--- src/rtl/latch_seq_pkg.sv ---
// Shared types and constants for the latch bank sequencer and its arbiter.
package latch_seq_pkg;

  typedef enum logic [2:0] {
    IDLE,
    SETUP,
    STROBE,
    HOLD,
    ACK
  } seq_state_e;

  localparam logic REQ_A = 1'b0;
  localparam logic REQ_B = 1'b1;

  localparam int CNT_W = 4;

endpackage

--- src/rtl/latch_rr_arb2.sv ---
// Two-input round-robin arbiter. The pointer flips only when both requesters
// compete in an IDLE cycle, so a lone requester never steals the other's turn.
module latch_rr_arb2
  import latch_seq_pkg::*;
(
  input  logic Clk,
  input  logic RESETn,
  input  logic req_a,
  input  logic req_b,
  input  logic en,
  output logic gnt_valid,
  output logic gnt_id
);

  logic ptr_q, ptr_d;

  always_comb begin
    gnt_valid = req_a | req_b;
    if (req_a && req_b) begin
      gnt_id = ptr_q;
    end else if (req_b) begin
      gnt_id = REQ_B;
    end else begin
      gnt_id = REQ_A;
    end
    ptr_d = ptr_q;
    if (en && req_a && req_b) begin
      ptr_d = ~ptr_q;
    end
  end

  always_ff @(posedge Clk or negedge RESETn) begin
    if (!RESETn) begin
      ptr_q <= REQ_A;
    end else begin
      ptr_q <= ptr_d;
    end
  end

endmodule

--- src/rtl/latch_bank_sequencer.sv ---
// Arbitrates two requesters onto a bank of octal latches, issuing a registered
// SETUP / STROBE / HOLD / ACK sequence for each write or clear.
module latch_bank_sequencer
  import latch_seq_pkg::*;
#(
  parameter int NLATCH     = 4,
  parameter int AW         = 3,
  parameter int STROBE_CYC = 2
) (
  input  logic              Clk,
  input  logic              RESETn,
  input  logic              req_a,
  input  logic              clr_a,
  input  logic [AW-1:0]     addr_a,
  input  logic [7:0]        data_a,
  output logic              ack_a,
  input  logic              req_b,
  input  logic              clr_b,
  input  logic [AW-1:0]     addr_b,
  input  logic [7:0]        data_b,
  output logic              ack_b,
  output logic [7:0]        lat_d,
  output logic [NLATCH-1:0] lat_clk,
  output logic [NLATCH-1:0] lat_rst_n,
  output logic              busy
);

  localparam logic [CNT_W-1:0] STROBE_LAST = CNT_W'(STROBE_CYC - 1);

  seq_state_e        state_q, state_d;
  logic [CNT_W-1:0]  cnt_q, cnt_d;
  logic              gnt_q, gnt_d;
  logic              clr_q, clr_d;
  logic [AW-1:0]     addr_q, addr_d;
  logic [7:0]        lat_d_q, lat_d_d;
  logic [NLATCH-1:0] lat_clk_q, lat_clk_d;
  logic [NLATCH-1:0] lat_rst_n_q, lat_rst_n_d;
  logic              ack_a_q, ack_a_d;
  logic              ack_b_q, ack_b_d;
  logic              busy_q, busy_d;

  logic              gnt_valid;
  logic              gnt_id;
  logic [NLATCH-1:0] sel;

  latch_rr_arb2 u_arb (
    .Clk      (Clk),
    .RESETn   (RESETn),
    .req_a    (req_a),
    .req_b    (req_b),
    .en       (state_q == IDLE),
    .gnt_valid(gnt_valid),
    .gnt_id   (gnt_id)
  );

  // Out-of-range addresses match no bit, so they run the full sequence silently.
  for (genvar gi = 0; gi < NLATCH; gi++) begin : g_sel
    assign sel[gi] = (addr_q == AW'(gi));
  end

  always_comb begin
    state_d     = state_q;
    cnt_d       = cnt_q;
    gnt_d       = gnt_q;
    clr_d       = clr_q;
    addr_d      = addr_q;
    lat_d_d     = lat_d_q;
    lat_clk_d   = '0;
    lat_rst_n_d = '1;
    ack_a_d     = 1'b0;
    ack_b_d     = 1'b0;

    unique case (state_q)
      IDLE: begin
        if (gnt_valid) begin
          gnt_d   = gnt_id;
          clr_d   = (gnt_id == REQ_A) ? clr_a : clr_b;
          addr_d  = (gnt_id == REQ_A) ? addr_a : addr_b;
          // Data goes onto the bus now so it is settled throughout SETUP.
          if (!clr_d) begin
            lat_d_d = (gnt_id == REQ_A) ? data_a : data_b;
          end
          state_d = SETUP;
        end
      end
      SETUP: begin
        cnt_d       = '0;
        lat_clk_d   = clr_q ? '0 : sel;
        lat_rst_n_d = clr_q ? ~sel : '1;
        state_d     = STROBE;
      end
      STROBE: begin
        if (cnt_q == STROBE_LAST) begin
          state_d = HOLD;
        end else begin
          cnt_d       = cnt_q + 4'd1;
          lat_clk_d   = clr_q ? '0 : sel;
          lat_rst_n_d = clr_q ? ~sel : '1;
        end
      end
      HOLD: begin
        ack_a_d = (gnt_q == REQ_A);
        ack_b_d = (gnt_q == REQ_B);
        state_d = ACK;
      end
      ACK: begin
        state_d = IDLE;
      end
      default: begin
        state_d = IDLE;
      end
    endcase

    busy_d = (state_d != IDLE);
  end

  always_ff @(posedge Clk or negedge RESETn) begin
    if (!RESETn) begin
      state_q     <= IDLE;
      cnt_q       <= '0;
      gnt_q       <= REQ_A;
      clr_q       <= 1'b0;
      addr_q      <= '0;
      lat_d_q     <= '0;
      lat_clk_q   <= '0;
      lat_rst_n_q <= '1;
      ack_a_q     <= 1'b0;
      ack_b_q     <= 1'b0;
      busy_q      <= 1'b0;
    end else begin
      state_q     <= state_d;
      cnt_q       <= cnt_d;
      gnt_q       <= gnt_d;
      clr_q       <= clr_d;
      addr_q      <= addr_d;
      lat_d_q     <= lat_d_d;
      lat_clk_q   <= lat_clk_d;
      lat_rst_n_q <= lat_rst_n_d;
      ack_a_q     <= ack_a_d;
      ack_b_q     <= ack_b_d;
      busy_q      <= busy_d;
    end
  end

  // System reset reaches the latches directly, not just through the register.
  assign lat_rst_n = lat_rst_n_q & {NLATCH{RESETn}};
  assign lat_clk   = lat_clk_q;
  assign lat_d     = lat_d_q;
  assign ack_a     = ack_a_q;
  assign ack_b     = ack_b_q;
  assign busy      = busy_q;

endmodule

--- config.mk ---
export PLATFORM = sky130hd
export DESIGN_NAME = latch_bank_sequencer
export DESIGN_NICKNAME = d
export VERILOG_FILES = /design/src/rtl/latch_seq_pkg.sv /design/src/rtl/latch_rr_arb2.sv /design/src/rtl/latch_bank_sequencer.sv
export SDC_FILE = /design/constraint.sdc
export NUM_CORES = 1
export LEC_CHECK = 0
export ABC_AREA = 1
export CORE_MARGIN = 5
export CORE_UTILIZATION = 41
export CTS_CLUSTER_DIAMETER = 50
export DETAILED_ROUTE_END_ITERATION = 12
export PLACE_DENSITY = 0.74
export SLEW_MARGIN = 15
export SYNTH_ARGS = -nofsm -noshare
export SYNTH_HDL_FRONTEND = slang
export SYNTH_SLANG_ARGS = --single-unit
export TNS_END_PERCENT = 5
--- constraint.sdc ---
create_clock -name Clk -period 1.18 [get_ports Clk]
set_clock_uncertainty 0.15 [all_clocks]
set_input_delay 0.236 -clock Clk [delete_from_list [all_inputs] [get_ports Clk]]
set_output_delay 0.236 -clock Clk [all_outputs]
set_load 0.02 [all_outputs]
==> summary.md, run 1 <==
| Metric | Value |
|---|---|
| Postcts setup bufs | `0` |
| CTS sink cnt | `32` |
| Max-cap violations | `0` |
| Routed wire length | `3360 um` |
| Final cycle utilization of the critical path | `118%` |
| Crit end category | `output pin` |
| Status | `finished with violations` |
| Failing checks | `setup timing` |
| Post-synth top area share | `46.1%` |
| Pin count of the biggest net entering global routing | `33` |
| Synth Area in Compound Gates | `approximately 5%` |
| Seq/Total Area, Yosys | `around 53%` |
| Finished Cell Area | `0.00230 mm^2` |
| Place WS | `-0.708 ns` |
| Worst-margin pin slew | `0.393 ns` |
| Mux contribution to synthesized area | `0%` |
| Vias/cell | `approximately 4.6` |
| Adder-cell share of the synthesized area | `1.65%` |
| Seq. cell area | `~810 um^2` |
| Synthesis-to-layout area growth | `51.2%` |
| First-pass GRT wire length | `5690 um` |
| Worst-Skew Late Latency | `0.29 ns` |
| ANT cells | `0` |
| Ranking of synthesized cells by area | `dfrtp_1, nand2_1, nand3_1` |
| Relative slew slack | `around three quarters` |
| GRT Residual Overflow | `0` |
| Layout fillers | `approximately 330` |
| Worst Path Required | `0.79 ns` |
| Core area | `0.00363 mm^2` |
| Ports | `47` |
| Setup repair after global routing missed its margin | `true` |
| Post-cts hold buffer count | `0` |
| Final Net Count | `roughly 300` |
| Router iterations before antenna repair | `4` |
| Post-synth top area cell | `dfrtp_1` |
| Worst min-delay path category | `in -> async` |
| Initial antenna violation count | `0` |
| Multi-input logic area | `about 660 um^2` |
| # DRC | `0` |
| Switch Pwr | `2.08 mW` |
| Post-Synthesis Cells | `192` |
| Critical path launch point type | `flop` |
| Pint | `3.02 mW` |
| Switching Fraction | `approximately two fifths` |
| Synth Area in XOR/XNOR | `less than 1%` |
| Port buffer count | `46` |
| Power density over cell area | `2220 mW/mm^2` |
| Wirelength per Cell | `10.8 um` |
| Initial Util | `41.8%` |
| Vias | `1,445` |
| Number of global-route vias before repair | `1,368` |
| Sequential share of power | `33.5%` |
| Dpl cell area | `0.00221 mm^2` |
| Fmax | `0.718 GHz` |
| Static leakage | `approximately 1.2 nW` |
| HPWL Detailed | `approximately 2600 um` |
| Non-Filler Instances | `~310` |
| Main combinational cell family by area after synthesis | `simple AND/OR/NAND/NOR gates` |
| Die area | `0.00502 mm^2` |
| Post-Syn Nets | `222` |
| Setup Crit Path Kind | `reg -> out` |
| Cell variety after synth | `20` |
| CTS tree | `done` |
| DR iter-0 viols | `54` |
| #FFs+latches synth | `32` |
| Setup ws final | `-0.213 ns` |
| Design Power | `between 5 and 6 mW` |
| Gate power share | `50.8%` |
| Fin crit period | `around 1.4 ns` |
| Syn_area_per_cell | `7.91 um^2` |
| Mapped Area | `0.00152 mm^2` |
| Max VDD drop | `1.24 mV` |
| Share of cells above drive strength 1 | `28.0%` |
| Synth Area in Simple Gates | `between 30% and 40%` |
| Ys Warns | `0` |
| Final hold vios | `0` |
| Chip Height | `70.9 um` |
| CTS Buffer Depth | `2` |
| Final setup vio count | `40` |
| Clock power frac | `~16%` |
| Placed insts | `304` |
| Number of CTS-inserted buffers | `5` |
| Clk pin slew, worst setup/hold paths | `~0.07 ns` |
| CTS root buffer | `clkbuf_8` |
| Fin Hold WS | `0.0572 ns` |
| Worst Path Max Fanout | `1` |
| H-Tree Depth | `2` |
| Max-slew violations | `0` |
| GRT Resource Usage Total | `14.1%` |
| ANT nets after route | `0` |
| Chip Width | `70.9 um` |
| GP Congestion | `0.807` |
| Arr. time, crit path | `1.01 ns` |
| Cell row count | `22` |
[registers in the layout, summed over array words and instances, names as in the netlist]
register and count:
clr_q 1, addr_q 3, ack_b 1, lat_d 8, lat_rst_n_q 4, state_q 3, gnt_q 1, ack_a 1
lat_clk 4, cnt_q 4, u_arb.ptr_q 1, busy 1
[layout by cell type (no fill, tap or decap), drive strengths merged]
cell           instances
ha                     2
nand4                  1
nand2                 69
a21oi                  2
dfstp                  4
o211ai                 1
nand3b                 1
clkinv                 1
inv                   26
nor2                  13
dfrtp                 28
buf                   41
clkbuf                 7
o21ai                 12
dlymetal6s2s           1
nand3                 24
nor3                   4
dlygate4sd2            2
xor2                   1
clkdlybuf4s50         24
[worst max-delay path, cell delays in order, from the launching register on]
cell and delay [ns]:
dfstp_2 0.51, nand2_1 0.04, inv_1 0.06, buf_6 0.11
[logic make-up after synthesis]
| kind of cell | Yosys count |
|---|---|
| simple gates | 112 |
| compound gates | 15 |
| buf+inv | 30 |
| xor+xnor | 1 |
| fa+ha+maj | 2 |
| flops | 32 |
[metal layers]
metal	vias up	share of wire (%)	GRT usage [%]
met1	654	40	15.3
li1	740	-	-
met5	-	0	0
met3	9	7.4	4.55
met4	0	2.4	6.47
met2	42	50	24.8
[cells in the mapped netlist, drive strengths merged]
cell type  count
nor3           4
inv           26
nand3         24
o21ai         12
o211ai         1
ha             2
xor2           1
nand4          1
nand2         69
buf            4
a21oi          2
nand3b         1
dfstp          4
dfrtp         28
nor2          13
[metrics by stage]
step | TNS (ns) | util [%]
4_1_cts | -5.02 | 61.6
5_1_grt | -7.43 | 63.2
6_report | -4.23 | 63.2
3_5_place_dp | -16.54 | 60.9
2_1_floorplan | -1.46 | -
3_3_place_gp | -14.96 | 60.9
[cell type report]
class	instances	area share, %
clock buffers	7	3.32
clock inverters	1	0.218
inverters	26	4.47
multi-input cells	130	28.5
flip-flops and latches	32	35.1
well taps	48	2.61
repair buffers	68	25.8
[what timing repair did]
item,in CTS,in global routing
gates resized for setup,92,19
setup endpoints to repair,47,48
pin swaps,5,3
[power groups by stage]
| stage | registers (mW) | clock network [mW] | logic [mW] |
|---|---|---|---|
| after floorplan | 1.92 | 0 | 1.19 |
| after global placement | 1.71 | 0 | 2.50 |
| after detailed placement | 1.72 | 0 | 2.56 |
| after CTS | 1.70 | 0.818 | 2.48 |
| after global routing | 1.76 | 0.868 | 2.91 |
| final | 1.71 | 0.798 | 2.59 |
[worst paths after layout]
path                            cells past startpoint                        to  slack, ns                     start
max in group asynchronous                           2  lat_rst_n_q[0]$_DFF_PN1_       0.50                    RESETn
worst min-delay path                                2         clr_q$_DFFE_PN0P_       0.06                    RESETn
worst max register to register                      7      lat_d[5]$_DFFE_PN0P_      -0.16      state_q[2]$_DFF_PN0_
worst max-delay path                                3              lat_rst_n[3]      -0.21  lat_rst_n_q[3]$_DFF_PN1_
worst min register to register                      1           ack_a$_DFF_PN0_       0.27         gnt_q$_DFFE_PN0P_
min in group Clk                                    1           ack_a$_DFF_PN0_       0.27         gnt_q$_DFFE_PN0P_
Power figures use the tool's default switching activity.
==> run 2, diff against run 1 <==
GPL_ROUTABILITY_DRIVEN = 1   (was default)
==> results of run 2 <==
The final DEF is identical to that of run 1; final timing and power are the same.
==> run 3, diff against run 2 <==
CORE_UTILIZATION = 40   (was 41)
PLACE_DENSITY = 0.73   (was 0.74)
==> run 3 against run 2 <==
The flow still finishes with violations (setup timing); core utilization increased by 0.79 points; count of clock-buffer cells in the layout unchanged; routed wire length decreased by 0.33%; maximum frequency decreased by 0.73%; combinational power increased by 2%; sequential power about the same; sequential cell count unchanged; register-to-register slack got worse by 0.03 ns; largest power group unchanged.
==> summary.md, run 3 (synthesis results as in run 1) <==
| Metric | Value |
|---|---|
| Worst min-delay path category | `in -> async` |
| Final hold vios | `0` |
| Relative slew slack | `82.3%` |
| Critical path launch point type | `flop` |
| Ports | `47` |
| Final setup vio count | `42` |
| Setup repair after global routing missed its margin | `true` |
| Number of global-route vias before repair | `1,311` |
| Placed insts | `305` |
| Chip Width | `just over 70 um` |
| Number of flip-flops in the largest register | `8` |
| Commonest non-fill, non-tap cells in the layout | `nand2_1, dfrtp_1, clkdlybuf4s50_1` |
| Vias | `roughly 1,400` |
| H-Tree Depth | `2` |
| Setup TNS | `-5.34 ns` |
| Vias/cell | `between 4 and 5` |
| Static leakage | `1.22 nW` |
| Max VDD drop | `about 1.4 mV` |
| GP Congestion | `0.813` |
| Synthesis-to-layout area growth | `54.3%` |
| Final cycle utilization of the critical path | `119%` |
| ANT cells | `0` |
| Crit end category | `output pin` |
| Flop-to-flop setup slack | `-0.19 ns` |
| Worst-Skew Late Latency | `0.29 ns` |
| CTS root buffer | `clkbuf_8` |
| Share of cells above drive strength 1 | `~30%` |
| Clk pin slew, worst setup/hold paths | `0.07 ns` |
| Arr. time, crit path | `between 1 and 1.5 ns` |
| Initial antenna violation count | `0` |
| Fin crit period | `1.40 ns` |
| Commonest non-fill, non-tap cell in the layout | `nand2_1` |
| Routed wire length | `3350 um` |
| CTS tree | `done` |
| Port buffer count | `46` |
| Cell row count | `22` |
| CTS Buffer Depth | `2` |
| # DRC | `0` |
| Pin count of the biggest net entering global routing | `22` |
| Fmax | `0.713 GHz` |
| Failing checks | `setup timing` |
| Wirelength per Cell | `10.7 um` |
| DR iter-0 viols | `38` |
| CTS sink cnt | `32` |
| Worst Path Required | `0.79 ns` |
| HPWL Detailed | `2620 um` |
| Setup ws final | `-0.223 ns` |
| Worst-margin pin slew | `~0.27 ns` |
| Worst Path Max Fanout | `1` |
| Max-slew violations | `0` |
| Number of CTS-inserted buffers | `5` |
| Final Net Count | `295` |
| Status | `finished with violations` |
| Setup Crit Path Kind | `reg -> out` |
| GRT Residual Overflow | `0` |
| GRT Resource Usage Total | `between 10% and 20%` |
| Core area | `0.00366 mm^2` |
| Max-cap violations | `0` |
| Initial Util | `41.5%` |
| Non-Filler Instances | `314` |
| First-pass GRT wire length | `5580 um` |
| Power density over cell area | `2230 mW/mm^2` |
| Die area | `0.00513 mm^2` |
| Router iterations before antenna repair | `6` |
| Chip Height | `71.6 um` |
| ANT nets after route | `0` |
==> run 3: critical path, cell delays in order (launching register included) <==
cell and delay [ns]:
dfstp_2 0.51, nand2_1 0.05, inv_2 0.06, buf_6 0.10
==> run 3: power by group <==
part	switching, mW	total (mW)	internal (mW)	leakage [nW]
Sequential	0.230	1.72	1.49	0.403
Combinational	1.45	2.65	1.20	0.768
Clock	0.393	0.866	0.473	0.0445
==> run 3: final timing paths <==
kind                                               start              endpoint  depth (start not counted)
worst max-delay path            lat_rst_n_q[1]$_DFF_PN1_          lat_rst_n[1]                          3
worst min-delay path                              RESETn  lat_d[4]$_DFFE_PN0P_                          2
worst max register to register      state_q[0]$_DFF_PN0_  lat_d[3]$_DFFE_PN0P_                          7
worst min register to register         gnt_q$_DFFE_PN0P_       ack_a$_DFF_PN0_                          1
max in group asynchronous                         RESETn  cnt_q[1]$_DFFE_PN0P_                          2
min in group Clk                       gnt_q$_DFFE_PN0P_       ack_a$_DFF_PN0_                          1
==> run 3: layer usage <==
metal  global-route usage (%)  part of all wire (%)  vias to the layer above
met2                     22.2                    49                       35
met4                     8.77                   2.6                        0
li1                         -                     -                      744
met3                     5.05                   7.5                        8
met5                        0                     0                        -
met1                     16.1                    41                      635
==> run 3: area by class of cell <==
class / instances / area (um^2)
Tap cell: 48 / 60.1
Clock buffer: 7 / 86.3
Fill cell: 331 / 1320
Clock inverter: 1 / 7.51
Multi-Input combinational cell: 130 / 661
Inverter: 26 / 100
Sequential cell: 32 / 806
Timing Repair Buffer: 70 / 623
==> run 3: through the flow <==
stage	util [%]	setup WS, ns	hold slack [ns]	power [mW]	instance area [um^2]
after floorplan	-	-0.0708	-0.210	3.12	1540
after global placement	61.0	-0.733	0.258	4.26	2230
after detailed placement	61.0	-0.768	0.263	4.32	2230
after CTS	62.1	-0.249	0.00718	5.11	2270
after global routing	64.0	-0.294	0.0690	5.66	2340
final	64.0	-0.223	0.0307	5.24	2340
==> run 3: repair_timing <==
item                                   in CTS  in global routing
setup buffers                               0                  1
setup endpoints to repair                  47                 48
endpoints found under the hold margin       0                  0
pin swaps                                   1                  5
hold buffers                                0                  0
gates resized for setup                    92                 20
